[config.mk]
export PLATFORM = sky130hd
export DESIGN_NAME = sync_fifo
export DESIGN_NICKNAME = d
export VERILOG_FILES = /design/src/rtl/fifo_pkg.sv /design/src/rtl/sync_fifo.sv
export SDC_FILE = /design/constraint.sdc
export NUM_CORES = 1
export LEC_CHECK = 0
export ABC_AREA = 1
export BUFFER_PORTS_ARGS = -buffer_cell sky130_fd_sc_hd__buf_2
export CAP_MARGIN = 40
export CORE_MARGIN = 2
export CORE_UTILIZATION = 55
export CTS_CLUSTER_DIAMETER = 200
export DETAILED_ROUTE_END_ITERATION = 16
export GPL_TIMING_DRIVEN = 0
export PLACE_DENSITY = 0.81
export SYNTH_ARGS = -nofsm -noshare
export SYNTH_HDL_FRONTEND = slang
export SYNTH_SLANG_ARGS = --single-unit
[constraint.sdc]
create_clock -name clk -period 7 [get_ports clk]
set_clock_uncertainty 0.2 [all_clocks]
set_input_delay 0.7 -clock clk [delete_from_list [all_inputs] [get_ports clk]]
set_output_delay 0.7 -clock clk [all_outputs]
set_load 0.02 [all_outputs]
[src/rtl/fifo_pkg.sv]
// Shared defaults for the synchronous FIFO and its bench.
package fifo_pkg;

  localparam int DEF_FIFO_WIDTH = 16;
  localparam int DEF_FIFO_DEPTH = 8;

  // Pointer width; never zero so a depth-1 FIFO still gets a legal vector.
  function automatic int ptr_width(input int depth);
    return (depth > 1) ? $clog2(depth) : 1;
  endfunction

endpackage

[src/rtl/sync_fifo.sv]
// Single-clock FIFO with registered read data, registered write/read status
// and combinational occupancy flags decoded from the word count.
module sync_fifo
  import fifo_pkg::*;
#(
  parameter int FIFO_WIDTH = DEF_FIFO_WIDTH,
  parameter int FIFO_DEPTH = DEF_FIFO_DEPTH
) (
  input  logic                  clk,
  input  logic                  rst_n,
  input  logic [FIFO_WIDTH-1:0] data_in,
  input  logic                  wr_en,
  input  logic                  rd_en,
  output logic [FIFO_WIDTH-1:0] data_out,
  output logic                  wr_ack,
  output logic                  overflow,
  output logic                  underflow,
  output logic                  full,
  output logic                  almostfull,
  output logic                  empty,
  output logic                  almostempty
);

  localparam int PTR_W = ptr_width(FIFO_DEPTH);
  localparam int CNT_W = PTR_W + 1;
  localparam logic [CNT_W-1:0] DEPTH_C  = CNT_W'(FIFO_DEPTH);
  localparam logic [CNT_W-1:0] AFULL_C  = CNT_W'(FIFO_DEPTH - 1);
  localparam logic [PTR_W-1:0] LAST_PTR = PTR_W'(FIFO_DEPTH - 1);

  logic [FIFO_WIDTH-1:0] mem [FIFO_DEPTH];
  logic [PTR_W-1:0]      wr_ptr;
  logic [PTR_W-1:0]      rd_ptr;
  logic [CNT_W-1:0]      count;
  logic                  wr_ok;
  logic                  rd_ok;

  assign full        = (count == DEPTH_C);
  assign almostfull  = (count == AFULL_C);
  assign empty       = (count == '0);
  assign almostempty = (count == CNT_W'(1));

  // When full a simultaneous request reads only; when empty it writes only.
  assign wr_ok = wr_en && !full;
  assign rd_ok = rd_en && !empty;

  always_ff @(posedge clk) begin
    if (wr_ok) begin
      mem[wr_ptr] <= data_in;
    end
  end

  always_ff @(posedge clk or negedge rst_n) begin
    if (!rst_n) begin
      wr_ptr    <= '0;
      rd_ptr    <= '0;
      count     <= '0;
      data_out  <= '0;
      wr_ack    <= 1'b0;
      overflow  <= 1'b0;
      underflow <= 1'b0;
    end else begin
      wr_ack    <= wr_ok;
      overflow  <= wr_en && full;
      underflow <= rd_en && empty;
      if (wr_ok) begin
        wr_ptr <= (wr_ptr == LAST_PTR) ? '0 : wr_ptr + PTR_W'(1);
      end
      if (rd_ok) begin
        data_out <= mem[rd_ptr];
        rd_ptr   <= (rd_ptr == LAST_PTR) ? '0 : rd_ptr + PTR_W'(1);
      end
      case ({wr_ok, rd_ok})
        2'b10:   count <= count + CNT_W'(1);
        2'b01:   count <= count - CNT_W'(1);
        default: count <= count;
      endcase
    end
  end

endmodule

[Word level (Yosys, flattened, before mapping)]
Memory sizes are Yosys's and may differ from the RTL's. A register that Yosys moved wholly into a read port is not among the register bits.
Index checks and enable logic that the tools add are counted.
Storage, ports and cells
  bits in registers: 13
  latch bits: 0
  RAM bits: 128
  memory bits (read-only): 0
  input port bits: 20
  output and inout port bits: 23
  word-level logic and storage cells: 32
  memories kept: 1
Operators by class
  $add $sub $neg: 4
  $mul: 0
  divide/modulo/power cells: 0
  magnitude comparators: 0
  equality and inequality tests: 7
  shift-type cells: 0
  muxes and demuxes: 5
  bitwise gates (word level): 0
  reduce and logical (&&, ||, !) cells: 9
Memory list
  mem: depth 8, bits a word 16, read ports 1, clocked after Yosys merged registers in 1, write ports 1, RTL line sync_fifo.sv:30  | logic [FIFO_WIDTH-1:0] mem [FIFO_DEPTH];
Operators with widths (number)
  4-bit one-hot mux with 2 select lines: 1
  3-bit by 1-bit adder with 3-bit output, second input constant: 2
  3-bit == test, second input constant: 2
  3-bit 2-to-1 mux: 2
  4-bit by 1-bit adder with 4-bit output, second input constant: 1
  4-bit by 1-bit == test with 1-bit output, second input constant: 1
  4-bit by 3-bit == test with 1-bit output, second input constant: 1
  4-bit == test, second input constant: 1
  1-bit logical AND: 4
  4-bit zero test: 1
  4-bit by 1-bit subtractor with 4-bit output, second input constant: 1
  1-bit zero test: 3
  2-bit by 1-bit == test with 1-bit output, second input constant: 1
  2-bit == test, second input constant: 1
  1-bit 2-to-1 mux: 2
  2-bit nonzero test: 1

[Longest topological paths before layout]
  depth after elaboration: 5
  gate-level depth with buffers: 13
  depth with buffers taken out: 13

[Worst setup path after synthesis]
No wires, ideal clock.
  path type: register to register
  from: register count[0]
  to: memory mem[1][0] (netlist name), enable pin
  library setup time: 0.389 ns
  arrival: 1.883 ns
  required time: 6.411 ns
  setup slack: 4.529 ns
  cell stages (with the launch flop): 10
  buffers on the path: 0
  clock period less this slack: 2.471 ns
  path through: dfrtp_1 -> inv_1 -> ha_1 -> nand3_2 -> inv_2 -> nor2_8 -> inv_4 -> nor2_4 -> inv_2 -> nor2_1
On the way
  word-level cells in the longest chain between the ends: 5
Ends and longest elaborated chain
  start, declared: RTL line sync_fifo.sv:33  | logic [CNT_W-1:0] count;
  start signal, assigned: RTL line sync_fifo.sv:73  | 2'b10: count <= count + CNT_W'(1);
  start signal, assigned: RTL line sync_fifo.sv:74  | 2'b01: count <= count - CNT_W'(1);
  start signal, assigned: RTL line sync_fifo.sv:75  | default: count <= count;
  4-bit == test: RTL line sync_fifo.sv:37  | assign full = (count == DEPTH_C);
  via full: RTL line sync_fifo.sv:18  | output logic full,
  1-bit zero test: RTL line sync_fifo.sv:43  | assign wr_ok = wr_en && !full;
  1-bit logical AND: RTL line sync_fifo.sv:43
  via wr_ok: RTL line sync_fifo.sv:34  | logic wr_ok;
  1-bit 2-to-1 mux: RTL line sync_fifo.sv:47  | if (wr_ok) begin
  1-bit 2-to-1 mux (implied by the code): RTL line sync_fifo.sv:48  | mem[wr_ptr] <= data_in;
  end, declared: RTL line sync_fifo.sv:30
The timed path passes the listed nets, and every way through them passes these cells.

[Final worst setup path]
  from: register count[0]
  to: memory mem[1][4] (netlist name), enable pin
On the way
  word-level cells in the longest chain between the ends: 5
Ends and longest elaborated chain (RTL line)
  4-bit == test: sync_fifo.sv:37
  1-bit zero test: sync_fifo.sv:43
  1-bit logical AND: sync_fifo.sv:43
  via wr_ok: sync_fifo.sv:34
  1-bit 2-to-1 mux: sync_fifo.sv:47
  1-bit 2-to-1 mux (implied by the code): sync_fifo.sv:48
The timed path passes the listed nets, and every way through them passes these cells.

==> impl_metrics.tcl <==
set metrics [dict create \
    status "completed" \
    irDropWorstVdd_v 0.000224 \
    syn_nets 676 \
    yosysWarnings 0 \
    hold_viol_final 0 \
    utilization_pct 65.4 \
    cts_tree "built" \
    worst_setup_path_start_kind "flip-flop" \
    cp_num_cells 10 \
    tightest_slew_ns 0.769 \
    rsz0062_at_grt "false" \
    fp-row-count 40 \
    wl_per_cell_um 18.0 \
    antenna_found_initial 0 \
    die_w_um 115 \
    swShare_pct 38.1 \
    start_util_pct 56.3 \
    dieArea_mm2 0.0132 \
    synth.avg_cell_area_um2 10.4 \
    p_leak_nw 3.59 \
    cp.required_ns 6.94 \
    clock-sinks 157 \
    ios 43 \
    drtPass1Iterations 5 \
    criticalPathCategory "reg2reg" \
    fillers 854 \
    root_buffer "clkbuf_16" \
    min_path_type "in2async" \
    wl_mm 15.8 \
    cts_resized 0 \
    arrival_ns 2.48 \
    dp_slack_ns 4.44 \
    final.setup.tns_ns 0 \
    nNetsFinal 745 \
    crit_family "simple AND/OR/NAND/NOR gates" \
    cts_made_buffers 17 \
    setup-violations-final 0 \
    grt_use_total_pct 25.7 \
    power_frac_clock_pct 26.3 \
    core_mm2 0.0120 \
    r2r_start "count[0]" \
    setup_ws_ns 4.45 \
    drv_cap 0 \
    drc 0 \
    cp_slowest_stage_delay_ns 0.47 \
    critical_path.cell_chain "inv_1 -> ha_1 -> nand3_2 -> inv_2 -> nor2_8 -> inv_4 -> nor2_4 -> inv_2 -> nor2_2 -> buf_6" \
    syn_inst 648 \
    cp_num_buf_inv 5 \
    final_cell_mix "205 x nand2_1, 128 x edfxtp_1, 112 x inv_1" \
    power.density_mw_per_mm2 424 \
    drtAntennaViolNets 0 \
    drive_above_1_share_pct 17.1 \
    p_sw_mw 1.27 \
    cts.path.max_buffers 2 \
    min_period_ns 2.55 \
    ctsHoldBuffers 0 \
    p_comb_share_pct 35.2 \
    die_h_um 115 \
    grt_pass1_wl_mm 24.7 \
    io_buffer_count 42 \
    synth_cell_types 26 \
    synth-seq-cells 157 \
    yosysTopAreaCellShare_pct 56.8 \
    finalMaxSlewViolations 0 \
    intPower_mw 2.06 \
    final_common_cell "nand2_1" \
    fin_crit_sh_pct 36.4 \
    grt_max_degree 30 \
    regToRegEndpoint "mem[1][4]" \
    instances_no_fill 878 \
    worstSetupEndpointType "flip-flop" \
    dr.first_iter.drc_count 572 \
    cts_htree_levels 4 \
    clk_pin_slew_ns 0.07 \
    area_growth_syn_to_layout_pct 16.2 \
    syn-cell-area_mm2 0.00676 \
    overflow 0 \
    slowest_stage "nor2_2" \
    seq_area_frac_synth_pct 67.6 \
    rr_worst_depth 10 \
    post-dp-hpwl_mm 10.2 \
    holdWs_ns 0.143 \
    worstPathMaxFanout 9 \
    highest_layer "met4" \
    total_power_mw 3.33 \
    placed_area_mm2 0.00729 \
    fmax_ghz 0.393 \
    vias 4881 \
    synth_area_leaders "edfxtp_1 57%, nand2_1 11%, dfrtp_1 11%, nand3_1 7.4%, inv_1 6.2%" \
    met2_length_mm 7.59 \
    insertion_delay_ns 0.43 \
    ff2ff_setup_slack_ns 4.45 \
    dr_wl_met3_mm 1.57 \
    cp_common_cell "inv_2" \
    cts_setup_buffers 0 \
    grt_pass1_vias 4834 \
    synth_top_area_cell "edfxtp_1" \
    slew_headroom_pct 48.7 \
    finalWeightedCongestion 0.856 \
    seqPwrFrac_pct 38.4 \
    m1WireLength_mm 5.99 \
    place_inst 845 \
    stdcell_area_mm2 0.00786 \
    vias_per_cell 5.56 \
]
[logic make-up (layout without fill, tap and decap cells)]
family	after synthesis	count (layout)	synth area share, %
AOI/OAI and AO/OA	11	11	0.832
DFF	157	157	67.6
buffers and inverters	146	228	9.23
adders and majority gates	8	8	1.48
and+or+nand+nor	323	323	20.5
other	0	1	0
xor gates and xnor gates	3	3	0.389
[cell usage after synthesis (all sizes together)]
cell and instances:
clkbuf 3, nor3b 1, nor2 13, ha 8, buf 24, nand2 206, nand3 102, dfrtp 29
xnor2 2, clkinv 1, edfxtp 128, xor2 1, a21oi 2, o21ai 8, o22ai 1, nand4 1
inv 118
[power by group through the flow]
stage	clock (mW)	sequential, mW	combinational [mW]
floorplan	0	1.34	0.693
global placement	0	1.29	1.05
detailed placement	0	1.29	1.14
CTS	0.885	1.28	1.16
global route	0.931	1.29	1.28
finish	0.876	1.28	1.17
[how the worst max path moves through the flow]
stage	slack (ns)	startpoint	to
after floorplan	4.53	count[0]	mem[1][0]
after global placement	3.85	wr_en	mem[7][2]
after detailed placement	4.44	count[0]	mem[1][5]
after CTS	4.42	count[0]	mem[1][3]
after global routing	4.29	count[0]	mem[1][3]
final	4.45	count[0]	mem[1][4]
[state kept, by name (all words and copies together), names as in the netlist]
register	flops
mem	128
data_out	16
count	4
rd_ptr	3
wr_ptr	3
overflow	1
underflow	1
wr_ack	1
[per-layer routing]
metal | vias up | global-route usage (%)
met5 | - | 0
met4 | 0 | 13.8
met3 | 57 | 6.85
met2 | 319 | 40.8
met1 | 2283 | 32.5
li1 | 2222 | -
[area by class of cell]
cell class	instances	area (µm²)	area share (%)
tap	147	184	2.34
timing repair buffer	50	323	4.11
clock buffer	17	425	5.41
sequential	157	4570	58.2
clock inverter	15	139	1.77
buffer	27	173	2.20
antenna	1	2.50	0.0318
multi-input combinational	345	1590	20.2
inverter	119	452	5.75
Note: power is estimated with default switching activity, not from simulation.
